`src/rtl/sense_scan_scheduler.sv`:
```
// sense_scan_scheduler: shares one ADC across cell, current and temperature channels,
// flagging each result against its threshold and failing safe on a silent ADC.
module sense_scan_scheduler #(
  parameter int NUM_CELLS   = 4,
  parameter int ADC_BITS    = 12,
  parameter int SETTLE_CYC  = 8,
  parameter int TIMEOUT_CYC = 255,
  parameter int SCAN_GAP    = 16
) (
  input  logic                             clk,
  input  logic                             rst_n,
  input  logic                             enable,
  input  logic [ADC_BITS-1:0]              ov_thresh,
  input  logic [ADC_BITS-1:0]              uv_thresh,
  input  logic [ADC_BITS-1:0]              cur_thresh,
  input  logic [ADC_BITS-1:0]              temp_thresh,
  output logic [$clog2(NUM_CELLS+2)-1:0]   adc_mux_sel,
  output logic                             adc_start,
  input  logic                             adc_done,
  input  logic [ADC_BITS-1:0]              adc_data,
  output logic [NUM_CELLS-1:0]             cell_overvoltage,
  output logic [NUM_CELLS-1:0]             cell_undervoltage,
  output logic                             current_overlimit,
  output logic                             temp_overlimit,
  output logic                             adc_timeout,
  output logic                             scan_done,
  output logic                             busy
);
  localparam int CHW = $clog2(NUM_CELLS+2);
  localparam int M1 = SETTLE_CYC > TIMEOUT_CYC ? SETTLE_CYC : TIMEOUT_CYC;
  localparam int MAXC = M1 > SCAN_GAP ? M1 : SCAN_GAP;
  localparam int CW = $clog2(MAXC+1);
  typedef enum logic [1:0] {IDLE, SETTLE, WAIT, GAP} state_t;
  state_t state, state_nx;
  logic [CHW-1:0] ch, ch_nx;
  logic [CW-1:0] cnt, cnt_nx;
  logic [NUM_CELLS-1:0] ov_nx, uv_nx;
  logic cur_nx, tmp_nx, tout_nx, hit, fin, last_ch;
  assign hit = state == WAIT && adc_done;
  // a conversion finishes on done or on its last allowed WAIT cycle; done wins the tie
  assign fin = state == WAIT && (adc_done || cnt == CW'(TIMEOUT_CYC-1));
  assign last_ch = ch == CHW'(NUM_CELLS+1);
  assign adc_start = state == WAIT && cnt == '0;
  assign scan_done = state == GAP && cnt == '0;
  assign busy = state != IDLE;
  assign adc_mux_sel = ch;
  always_ff @(posedge clk or negedge rst_n)
    if (!rst_n) begin
      state <= IDLE;
      ch <= '0;
      cnt <= '0;
      cell_overvoltage <= '0;
      cell_undervoltage <= '0;
      current_overlimit <= 1'b0;
      temp_overlimit <= 1'b0;
      adc_timeout <= 1'b0;
    end else begin
      state <= state_nx;
      ch <= ch_nx;
      cnt <= cnt_nx;
      cell_overvoltage <= ov_nx;
      cell_undervoltage <= uv_nx;
      current_overlimit <= cur_nx;
      temp_overlimit <= tmp_nx;
      adc_timeout <= tout_nx;
    end
  always_comb begin
    state_nx = state;
    ch_nx = ch;
    cnt_nx = cnt + CW'(1);
    ov_nx = cell_overvoltage;
    uv_nx = cell_undervoltage;
    cur_nx = current_overlimit;
    tmp_nx = temp_overlimit;
    tout_nx = adc_timeout;
    case (state)
      IDLE: begin
        cnt_nx = '0;
        if (enable) begin
          state_nx = SETTLE;
          ch_nx = '0;
        end
      end
      SETTLE: if (cnt == CW'(SETTLE_CYC-1)) begin
        state_nx = WAIT;
        cnt_nx = '0;
      end
      WAIT: if (fin) begin
        state_nx = last_ch ? GAP : SETTLE;
        ch_nx = last_ch ? ch : ch + CHW'(1);
        cnt_nx = '0;
      end
      GAP: if (cnt == CW'(SCAN_GAP-1)) begin
        state_nx = enable ? SETTLE : IDLE;
        ch_nx = '0;
        cnt_nx = '0;
      end
      default: state_nx = IDLE;
    endcase
    // a timed-out channel reports every flag it owns as set
    if (fin) begin
      for (int i = 0; i < NUM_CELLS; i++)
        if (ch == CHW'(i)) begin
          ov_nx[i] = !hit || adc_data > ov_thresh;
          uv_nx[i] = !hit || adc_data < uv_thresh;
        end
      if (ch == CHW'(NUM_CELLS)) cur_nx = !hit || adc_data > cur_thresh;
      if (last_ch) tmp_nx = !hit || adc_data > temp_thresh;
      tout_nx = adc_timeout || !hit;
    end
  end
endmodule

```
`config.mk`:
```
export PLATFORM = sky130hd
export DESIGN_NAME = sense_scan_scheduler
export DESIGN_NICKNAME = d
export VERILOG_FILES = /design/src/rtl/sense_scan_scheduler.sv
export SDC_FILE = /design/constraint.sdc
export NUM_CORES = 1
export LEC_CHECK = 0
export CORE_ASPECT_RATIO = 1.25
export CORE_UTILIZATION = 51
export CTS_BUF_LIST = sky130_fd_sc_hd__clkbuf_4
export DETAILED_ROUTE_END_ITERATION = 7
export GPL_ROUTABILITY_DRIVEN = 0
export GPL_TIMING_DRIVEN = 0
export PLACE_DENSITY_LB_ADDON = 0.08
export RECOVER_POWER = 100
export SYNTH_ARGS = -nofsm -noshare
export SYNTH_HDL_FRONTEND = slang
export SYNTH_SLANG_ARGS = --single-unit
```
`constraint.sdc`:
```
create_clock -name clk -period 2.9 [get_ports clk]
set_input_delay 0.435 -clock clk [delete_from_list [all_inputs] [get_ports clk]]
set_output_delay 0.435 -clock clk [all_outputs]
set_load 0.1 [all_outputs]
```
==> impl_metrics.json <==
{
  "outcome": "finished, final reports clean",
  "synth_compound_area_frac": 0.156,
  "detailroute.via_count": 2396,
  "core_um2": 4490,
  "grt_pass1_vias": 2297,
  "period_share": 0.994,
  "worstSkewPairLatency_ns": 0.33,
  "grt_max_degree": 25,
  "root_buffer": "clkbuf_4",
  "via_per_inst": 5.48,
  "die_w_um": 63.7,
  "yosysWarnings": 0,
  "tightest_slew_ns": 1.10,
  "r2r_slack_ns": 0.97,
  "cts_sinks": 24,
  "synth_edf_count": 0,
  "period_needed_ns": 2.88,
  "p_clk_frac": 0.075,
  "critPathMaxFanout": 5,
  "dr.pass1.iters": 4,
  "synth_area_um2": 2420,
  "ir_drop_mv": 0.369,
  "io_buffers": 80,
  "die_area_um2": 5040,
  "synth_cell_types": 42,
  "hold_viol": 0,
  "p_switching_mw": 1.17,
  "maxSlewHeadroom": 0.265,
  "dp_hpwl_um": 4770,
  "stdcell_area_um2": 3330,
  "syn2layout_area_growth_pct": 37.4,
  "maxCapViolCount": 0,
  "synth_xor_area_frac": 0.0217,
  "ant_nets": 0,
  "cp.required_ns": 2.47,
  "synth-simple-area-share": 0.200,
  "totalWireLength_um": 5650,
  "final_cell_mix": "clkdlybuf4s50_1 (61), ha_1 (55), inv_1 (51)",
  "critical_path_class": "flop to primary output",
  "nets": 499,
  "endpoint_kind": "primary output",
  "syn-mean-instance-area_um2": 8.22,
  "wire_per_inst_um": 12.9,
  "ios": 81,
  "numCtsBuffers": 3,
  "final_util": 0.742,
  "antenna_cells": 0,
  "swShare": 0.566,
  "drive_gt1_frac": 0.0317,
  "hold_class": "flop to flop",
  "grt_usage": 0.237,
  "drc": 0,
  "synthArstFlopShare": 1.00,
  "netlist_instances": 295,
  "rsz0062_at_grt": "true",
  "p_seq_frac": 0.261,
  "synth_top_family_by_area": "adder cells",
  "h-tree-depth": 1,
  "start_util": 0.540,
  "synth-adder-area-share": 0.284,
  "comb_power_share": 0.664,
  "cts_tree": "yes",
  "cts-hold-fix-buffers": 0,
  "synthMuxAreaShare": 0.00464,
  "dpl_cell_area_um2": 3310,
  "powerDensity_nw_per_um2": 620,
  "setup_viol": 0,
  "holdWs_ns": 0.483,
  "die_y_um": 79.1,
  "cp-start-kind": "flop",
  "finClkSkew_ns": 0.00867,
  "cts_max_path_buffers": 2,
  "ys_seq_area_frac": 0.248,
  "p_int_mw": 0.897,
  "leakage_nw": 1.65,
  "grt_overflow": 0,
  "grt_pass1_wl_um": 9390,
  "max_clock_freq_ghz": 0.347,
  "syn_nets": 414,
  "finalMaxSlewViolations": 0,
  "synth-seq-cells": 24,
  "initialDrtViolationCount": 132,
  "power_mw": 2.06,
  "antenna_found_initial": 0,
  "n_fill_cell": 359,
  "row_count": 27,
  "final_common_cell": "clkdlybuf4s50_1",
  "post_cts_buffers": 0,
  "worst-endpoint-arrival_ns": 2.45,
  "path_clk_slew_ns": 0.12,
  "ys.flop_type": "dfrtp_1"
}
-- layout make-up --
type,instances,area (um2),area share
plain buffers,4,18.8,0.00563
clock buffers,3,22.5,0.00676
clock inverters,1,3.75,0.00113
inverters,51,191,0.0575
multi-input cells,216,1630,0.488
flip-flops and latches,24,601,0.180
well taps,58,72.6,0.0218
repair buffers,80,796,0.239
-- power by group through the flow --
stage          clock (mW)  sequential, mW  combinational, mW
2_1_floorplan           0            1.04              0.517
3_3_place_gp            0           0.544               1.38
3_5_place_dp            0           0.548               1.41
4_1_cts             0.154           0.541               1.41
5_1_grt             0.167           0.552               1.48
6_report            0.155           0.538               1.37
-- Yosys cell counts, drive strengths merged (3+ instances only) --
cell type,number,share of area
a211oi,4,0.012
a21o,3,0.0093
a21oi,29,0.060
a31oi,4,0.010
and4,3,0.011
dfrtp,24,0.25
ha,55,0.28
inv,51,0.079
nand2,12,0.022
nand3,8,0.017
nand4,12,0.031
nor2,25,0.039
nor2b,7,0.018
nor3,8,0.017
nor4,5,0.015
o211ai,5,0.015
o21ai,10,0.021
or2,3,0.0077
xnor2,3,0.011
xor2,3,0.011
-- per-layer routing --
metal | vias up | global-route usage | routed length (um)
li1 | 1205 | - | -
met1 | 1107 | 0.267 | 2280
met2 | 71 | 0.438 | 3020
met3 | 13 | 0.0201 | 185
met4 | 0 | 0.123 | 160
met5 | - | 0 | 0
-- per-stage QoR --
stage	setup TNS (ns)	setup slack, ns	std cells
floorplan	-0.282	-0.141	295
global placement	0	0.101	433
detailed placement	0	0.0706	433
CTS	0	0.0119	437
global route	-0.0961	-0.0961	437
finish	0	0.0167	437
-- worst paths after layout --
kind,startpoint,end,depth (start not counted)
max,cnt[4],scan_done,4
min,adc_timeout,adc_timeout,1
max reg2reg,cnt[0],cell_overvoltage[2],7
min reg2reg,adc_timeout,adc_timeout,1
max in group asynchronous,rst_n,cnt[0],1
min in group asynchronous,rst_n,cell_overvoltage[0],1
-- repair_timing --
item,in CTS,in global routing
setup endpoints to repair,2,2
endpoints found under the hold margin,0,0
gates resized for setup,3,3
pin swaps,0,0
-- critical path, stage by stage, from the launching register on --
cell and delay, ns:
dfrtp_1 0.46, nor4_2 0.45, nand3_1 0.20, nor4_2 0.16, clkdlybuf4s15_1 0.85
-- registers in the layout (all words and copies together), names as in the netlist --
signal	flops
cnt	8
state	2
adc_timeout	1
cell_undervoltage	4
cell_overvoltage	4
temp_overlimit	1
adc_mux_sel	3
current_overlimit	1
-- cell families after synthesis --
group,count (synthesis)
compound gates,63
simple gates,91
flops,24
buf+inv,55
fa+ha+maj,55
mux,1
xor+xnor,6
(Power assumes the default switching activity.)
